`src/rtl/bkram_ctrl.sv`:
```
// bkram_ctrl: backup-RAM sequencer that moves the NVRAM buffer to and from SD sectors, one handshake per sector.
// Define BKRAM_AUTOSAVE_EN to build NVRAM dirty tracking (bk_pending) and the OSD-triggered autosave.
module bkram_ctrl #(
    parameter int SECTORS = 64
) (
    input  logic        clk_sys_i,
    input  logic        reset_i,
    input  logic        cart_download_i,
    input  logic        img_mounted_i,
    input  logic        img_readonly_i,
    input  logic [63:0] img_size_i,
    input  logic        osd_status_i,
    input  logic        autosave_i,
    input  logic        bk_load_i,
    input  logic        bk_save_i,
    input  logic        nvram_we_i,
    input  logic        sd_ack_i,
    output logic [31:0] sd_lba_o,
    output logic        sd_rd_o,
    output logic        sd_wr_o,
    output logic        bk_ena_o,
    output logic        bk_loading_o,
    output logic        bk_busy_o,
    output logic        bk_pending_o
);

    localparam int CNT_W = $clog2(SECTORS);
    localparam logic [CNT_W-1:0] LAST_LBA = CNT_W'(SECTORS - 1);

    typedef enum logic [1:0] {
        IDLE,
        REQ,
        WAIT_LO,
        DRAIN
    } state_e;

    state_e           state_q;
    logic             load_dir_q;
    logic [CNT_W-1:0] lba_q;
    logic             sd_rd_q;
    logic             sd_wr_q;
    logic             busy_q;
    logic             loading_q;
    logic             bk_ena_q;
    logic             bk_ena_d;
    logic             pending_q;

    logic             old_download_q;
    logic             old_load_q;
    logic             old_save_q;
    logic             old_ack_q;

    logic             download_rise;
    logic             download_fall;
    logic             ack_rise;
    logic             ack_fall;
    logic             trig_autoload;
    logic             trig_load;
    logic             trig_save;
    logic             trig_autosave;
    logic             trig_any;
    logic             trig_dir;

    always_ff @(posedge clk_sys_i or posedge reset_i) begin
        if (reset_i) begin
            old_download_q <= 1'b0;
            old_load_q     <= 1'b0;
            old_save_q     <= 1'b0;
            old_ack_q      <= 1'b0;
        end else begin
            old_download_q <= cart_download_i;
            old_load_q     <= bk_load_i;
            old_save_q     <= bk_save_i;
            old_ack_q      <= sd_ack_i;
        end
    end

    assign download_rise = cart_download_i & ~old_download_q;
    assign download_fall = ~cart_download_i & old_download_q;
    assign ack_rise      = sd_ack_i & ~old_ack_q;
    assign ack_fall      = ~sd_ack_i & old_ack_q;

    // Autoload outranks a manual load, which outranks either save; direction 1 means read from SD.
    assign trig_autoload = bk_ena_q & download_fall & (img_size_i != 64'd0);
    assign trig_load     = bk_ena_q & bk_load_i & ~old_load_q;
    assign trig_save     = bk_ena_q & bk_save_i & ~old_save_q;
    assign trig_any      = trig_autoload | trig_load | trig_save | trig_autosave;
    assign trig_dir      = trig_autoload | trig_load;

    // A new download unbinds the image, but a mount seen during that same cycle rebinds it.
    always_comb begin
        bk_ena_d = bk_ena_q;
        if (download_rise) begin
            bk_ena_d = 1'b0;
        end
        if (cart_download_i & img_mounted_i & ~img_readonly_i) begin
            bk_ena_d = 1'b1;
        end
    end

    always_ff @(posedge clk_sys_i or posedge reset_i) begin
        if (reset_i) begin
            bk_ena_q <= 1'b0;
        end else begin
            bk_ena_q <= bk_ena_d;
        end
    end

`ifdef BKRAM_AUTOSAVE_EN
    logic old_as_q;
    logic as_cond;
    logic pending_d;
    logic start_xfer;

    assign as_cond       = autosave_i & pending_q & osd_status_i;
    assign trig_autosave = bk_ena_q & as_cond & ~old_as_q;
    assign start_xfer    = (state_q == IDLE) & trig_any;

    // Starting any transfer cleans the buffer, even against a game write in the same cycle.
    always_comb begin
        pending_d = pending_q;
        if (bk_ena_q & ~osd_status_i & nvram_we_i) begin
            pending_d = 1'b1;
        end
        if (start_xfer) begin
            pending_d = 1'b0;
        end
    end

    always_ff @(posedge clk_sys_i or posedge reset_i) begin
        if (reset_i) begin
            old_as_q  <= 1'b0;
            pending_q <= 1'b0;
        end else begin
            old_as_q  <= as_cond;
            pending_q <= pending_d;
        end
    end
`else
    logic unused_autosave_inputs;

    assign unused_autosave_inputs = autosave_i ^ osd_status_i ^ nvram_we_i;
    assign trig_autosave          = 1'b0;
    assign pending_q              = 1'b0;
`endif

    // Requests and busy flags follow the state one cycle late, so a finished transfer drops busy in IDLE.
    always_ff @(posedge clk_sys_i or posedge reset_i) begin
        if (reset_i) begin
            state_q    <= IDLE;
            load_dir_q <= 1'b0;
            lba_q      <= '0;
            sd_rd_q    <= 1'b0;
            sd_wr_q    <= 1'b0;
            busy_q     <= 1'b0;
            loading_q  <= 1'b0;
        end else begin
            case (state_q)
                IDLE: begin
                    sd_rd_q   <= 1'b0;
                    sd_wr_q   <= 1'b0;
                    busy_q    <= 1'b0;
                    loading_q <= 1'b0;
                    if (trig_any) begin
                        state_q    <= REQ;
                        load_dir_q <= trig_dir;
                        lba_q      <= '0;
                        busy_q     <= 1'b1;
                        loading_q  <= trig_dir;
                    end
                end
                REQ: begin
                    if (download_rise) begin
                        state_q <= DRAIN;
                        sd_rd_q <= 1'b0;
                        sd_wr_q <= 1'b0;
                    end else begin
                        sd_rd_q <= load_dir_q;
                        sd_wr_q <= ~load_dir_q;
                        if (ack_rise) begin
                            state_q <= WAIT_LO;
                        end
                    end
                end
                WAIT_LO: begin
                    sd_rd_q <= 1'b0;
                    sd_wr_q <= 1'b0;
                    if (download_rise) begin
                        state_q <= DRAIN;
                    end else if (ack_fall) begin
                        if (lba_q == LAST_LBA) begin
                            state_q <= IDLE;
                        end else begin
                            lba_q   <= lba_q + CNT_W'(1);
                            state_q <= REQ;
                        end
                    end
                end
                DRAIN: begin
                    sd_rd_q <= 1'b0;
                    sd_wr_q <= 1'b0;
                    if (!sd_ack_i) begin
                        state_q   <= IDLE;
                        busy_q    <= 1'b0;
                        loading_q <= 1'b0;
                    end
                end
                default: begin
                    state_q <= IDLE;
                end
            endcase
        end
    end

    assign sd_lba_o     = 32'(lba_q);
    assign sd_rd_o      = sd_rd_q;
    assign sd_wr_o      = sd_wr_q;
    assign bk_ena_o     = bk_ena_q;
    assign bk_loading_o = loading_q;
    assign bk_busy_o    = busy_q;
    assign bk_pending_o = pending_q;

endmodule

```
`config.mk`:
```
export PLATFORM = sky130hd
export DESIGN_NAME = bkram_ctrl
export DESIGN_NICKNAME = d
export VERILOG_FILES = /design/src/rtl/bkram_ctrl.sv
export SDC_FILE = /design/constraint.sdc
export NUM_CORES = 1
export LEC_CHECK = 0
export ABC_AREA = 1
export CORE_MARGIN = 8
export CORE_UTILIZATION = 30
export DETAILED_ROUTE_END_ITERATION = 7
export PLACE_DENSITY_LB_ADDON = 0.25
export SETUP_SLACK_MARGIN = 0.02
export SLEW_MARGIN = 0
export SYNTH_ARGS = -nofsm -noshare
export SYNTH_HDL_FRONTEND = slang
export SYNTH_SLANG_ARGS = --single-unit
```
`constraint.sdc`:
```
create_clock -name clk_sys_i -period 3.73 [get_ports clk_sys_i]
set_input_delay 0.746 -clock clk_sys_i [delete_from_list [all_inputs] [get_ports clk_sys_i]]
set_output_delay 0.746 -clock clk_sys_i [all_outputs]
set_load 0.02 [all_outputs]
```
**Yosys cells after proc, flatten, opt, wreduce, memory -nomap -nowiden**

Cells that the tools add are included.

- Flip-flop bits (word level): 18
- Bits of input ports: 75
- Output and inout bits: 38
- Word-level logic and storage cells: 80

- Add/sub/neg operators: 1
- Equality and inequality tests: 11
- Multiplexer cells: 24
- Bitwise gates (word level): 22
- Reduce and logical (&&, ||, !) cells: 10

Operator list:

| kind | count |
|---|---|
| nonzero test 64 bit | 1 |
| 2-to-1 mux 6 bit | 4 |
| bitwise AND 1 bit | 12 |
| 2-to-1 mux 2 bit | 6 |
| one-hot mux 6 bit (2 select lines) | 1 |
| != test 2 bit (second input constant) | 5 |
| 2-to-1 mux 1 bit | 8 |
| inverter 1 bit | 8 |
| one-hot mux 1 bit (2 select lines) | 4 |
| one-hot mux 2 bit (4 select lines) | 1 |
| adder 6 x 1 -> 6 bit (second input constant) | 1 |
| equality test 6 bit (second input constant) | 1 |
| != test 3 bit (second input constant) | 2 |
| nonzero test 2 bit | 3 |
| AND reduction 5 bit | 1 |
| equality test 2 bit (second input constant) | 2 |
| AND reduction 2 bit | 2 |
| AND reduction 4 bit | 1 |
| OR reduction 3 bit | 1 |
| equality test 2 x 1 -> 1 bit (second input constant) | 1 |
| logical NOT 2 bit | 1 |
| bitwise OR 1 bit | 2 |

**Logic depth before layout (Yosys ltp)**

- Depth after elaboration: 8
- Gate-level depth with buffers: 11

**Worst setup path after synthesis**

Ideal clock, no wire load.

- Path kind: in2reg
- Start point: input port img_size_i[63]
- End point: register lba_q[0]
- Library setup time: 0.119 ns
- Arrival time: 1.518 ns
- Slack: 2.093 ns
- Cell stages on the path: 10
- Buffers on the path: 0
- Cells stage by stage: nor2_1 nand2_1 nor2_1 nand2_1 nor2_1 nand2_1 nand2_2 nand4_4 nand3_1 nand2_1

- Cells in the longest elaborated chain, start to end: 6

Ends and longest elaborated chain:

| element | line | RTL |
|---|---|---|
| from (decl) | 11 | `input logic [63:0] img_size_i,` |
| nonzero test 64 bit | 84 | `assign trig_autoload = bk_ena_q & download_fall & (img_size_i != 64'd0);` |
| bitwise AND 1 bit | 84 |  |
| bitwise OR 1 bit (2 in series) | 87 | `assign trig_any = trig_autoload \| trig_load \| trig_save \| trig_autosave;` |
| != test 2 bit (no source line) | -- |  |
| AND reduction 5 bit (no source line) | -- |  |
| to (signal assigned) | 194 | `lba_q <= lba_q + CNT_W'(1);` |
| to (decl) | 39 | `logic [CNT_W-1:0] lba_q;` |

No other way between the ends.
A chain may end at the register's enable or synchronous reset.

**Worst setup path after layout**

- Start point: register lba_q[0]
- End point: output port sd_lba_o[0]

RTL lines:

| element | line | RTL |
|---|---|---|
| to (decl) | 18 | `output logic [31:0] sd_lba_o,` |

No word-level cell between the ends.

==> results.json <==
{
  "cts-resized-gates": 0,
  "drive_above_1_share_pct": 6.27,
  "track_usage_pct": 12.3,
  "clkLatencyLatePin_ns": 0.25,
  "critPathKind": "reg -> out",
  "period_minus_slack_ns": 2.08,
  "ios": 113,
  "finalSetupTns_ns": 0,
  "vias": 1427,
  "intPower_uw": 509,
  "postLayoutCellArea_sq_um": 2220,
  "top_layer": "met4",
  "final_common_cell": "clkdlybuf4s50_1",
  "vias_per_cell": 4.18,
  "start_util_pct": 30.4,
  "yosysUniqueCellTypes": 30,
  "path_clk_slew_ns": 0.06,
  "setup_viol": 0,
  "nNetsFinal": 365,
  "status": "complete, no violations",
  "power.density_nw_per_um2": 389,
  "ys_seq_area_share_pct": 32.2,
  "area_growth_pct": 58.9,
  "path_cells": "clkdlybuf4s50_1",
  "antenna_found_initial": 0,
  "hp-class": "reg -> reg",
  "hold_viol": 0,
  "numCtsBuffers": 3,
  "cts_buffer_depth": 2,
  "synth_area_sq_um": 1400,
  "pwr-share-seq_pct": 33.4,
  "dr_wl_met3_um": 174,
  "clockPowerShare_pct": 15.3,
  "cts_tree": "done",
  "drc": 0,
  "path_delay_family": "buffers and inverters",
  "root_buffer": "clkbuf_8",
  "grt_pass1_vias": 1460,
  "grt_setup_unrepaired": "no",
  "slew_viol_final": 0,
  "relSlewSlack_pct": 54.3,
  "final_core_util_pct": 48.4,
  "die_w_um": 84.3,
  "diodes": 0,
  "path_buf_inv": 1,
  "synth.avg_cell_area_sq_um": 6.90,
  "die_area_sq_um": 7110,
  "combPwrFrac_pct": 51.3,
  "postSynthCellCount": 203,
  "grt_max_degree": 19,
  "ctsHoldBuffers": 0,
  "fmax_mhz": 481,
  "finalCritPeriodShare_pct": 55.7,
  "switching_share_pct": 41.2,
  "p_switching_uw": 357,
  "crit_path_top_delay_cell": "clkdlybuf4s50_1",
  "endpoint_kind": "output pin",
  "ant_nets": 0,
  "peakVddDrop_v": 0.000306,
  "cp_slowest_stage_delay_ns": 0.64,
  "met2_length_um": 2530,
  "worst_pin_slew_ns": 0.685,
  "first_iter_violations": 41,
  "numPortBuffers": 82,
  "yosysWarningCount": 0,
  "core_area_sq_um": 4600,
  "rows": 25,
  "cp.required_ns": 2.98,
  "hpwl_um": 3860,
  "postCtsSetupBuffers": 0,
  "skew_ns": 0.00205,
  "wire_per_inst_um": 13.1,
  "p_leak_uw": 0.00102,
  "ys_ff_latch": 18,
  "nFillCells": 473,
  "clock-sinks": 18,
  "m1WireLength_um": 1740,
  "ctsHtreeMaxLevel": 1,
  "die_h_um": 84.3,
  "grt_pass1_wl_um": 7200,
  "final_cell_mix": "clkdlybuf4s50_1, nor2_1, nand2_1",
  "dpl_cell_area_sq_um": 2180,
  "crit_path_start_kind": "register",
  "drv_cap": 0,
  "grt-ovfl-total": 0,
  "finalWirelength_um": 4460,
  "dr.pass1.iters": 2,
  "cp.arrival_ns": 1.33,
  "path_max_fanout": 6,
  "gp_congestion": 0.823
}
## sequential cells by signal, indices dropped and copies added, names as in the netlist
name,cells
sd_rd_o,1
old_save_q,1
bk_busy_o,1
load_dir_q,1
bk_ena_o,1
state_q,2
old_load_q,1
old_download_q,1
bk_loading_o,1
old_ack_q,1
sd_wr_o,1
lba_q,6
## worst paths after layout
| kind | cells after the start | start | slack [ns] | to |
|---|---|---|---|---|
| worst max register to register | 8 | lba_q[0]$_DFFE_PP0P_ | 2.11 | lba_q[3]$_DFFE_PP0P_ |
| worst min register to register | 1 | load_dir_q$_DFFE_PP0P_ | 0.47 | sd_wr_o$_DFF_PP0_ |
| worst max-delay path | 1 | lba_q[0]$_DFFE_PP0P_ | 1.65 | sd_lba_o[0] |
| worst min-delay path | 1 | load_dir_q$_DFFE_PP0P_ | 0.47 | sd_wr_o$_DFF_PP0_ |
| max in group asynchronous | 2 | reset_i | 2.40 | lba_q[2]$_DFFE_PP0P_ |
| min in group asynchronous | 2 | reset_i | 0.90 | old_save_q$_DFF_PP0_ |
## stage by stage
| step | hold WS (ns) | total power, uW | setup slack (ns) | std cells |
|---|---|---|---|---|
| after floorplan | 0.433 | 576 | 2.09 | 229 |
| after global placement | 0.450 | 729 | 1.48 | 338 |
| after detailed placement | 0.451 | 737 | 1.44 | 338 |
| after CTS | 0.463 | 876 | 1.64 | 341 |
| after global routing | 0.507 | 932 | 1.55 | 341 |
| final | 0.470 | 866 | 1.65 | 341 |
## kinds of logic after synthesis
group,after synthesis,synth area share (%)
simple gates,128,41.5
buf+inv,43,18.9
other cells,1,0.268
flops,18,32.2
compound gates,12,6.26
fa+ha+maj,1,0.894
## power by group through the flow
| stage | logic [uW] | registers [uW] | clock network [uW] |
|---|---|---|---|
| after global placement | 438 | 291 | 0 |
| after floorplan | 260 | 316 | 0 |
| final | 444 | 289 | 133 |
| after detailed placement | 446 | 291 | 0 |
| after global routing | 489 | 295 | 148 |
| after CTS | 448 | 289 | 139 |
## area by class of cell
cell class | instances | area, sq um | share of cell area [%]
Timing Repair Buffer | 82 | 821 | 36.9
Sequential cell | 18 | 450 | 20.2
Inverter | 16 | 62.6 | 2.81
Tap cell | 54 | 67.6 | 3.04
Multi-Input combinational cell | 168 | 782 | 35.2
Clock buffer | 3 | 41.3 | 1.86
## Yosys cell counts, drive strengths merged
cell type	n	area share, %
o211ai	1	0.54
conb	1	0.27
inv	14	3.8
nand3	17	6.4
nor3b	1	0.54
nor2	50	14
nand2	49	15
a31oi	1	0.45
o22ai	1	0.45
a211oi	1	1.4
dfrtp	18	32
buf	27	14
ha	1	0.89
clkinv	2	0.71
and3	1	0.45
nand4	4	2.9
a21oi	3	1.3
o21ai	5	2.1
nand3b	2	1.1
nor3	4	1.4
## routing by layer
metal	global-route usage [%]	vias to the layer above
li1	-	768
met3	2.90	2
met4	1.88	0
met2	24.0	33
met1	12.8	624
met5	0	-
Power figures use the tool's default switching activity.
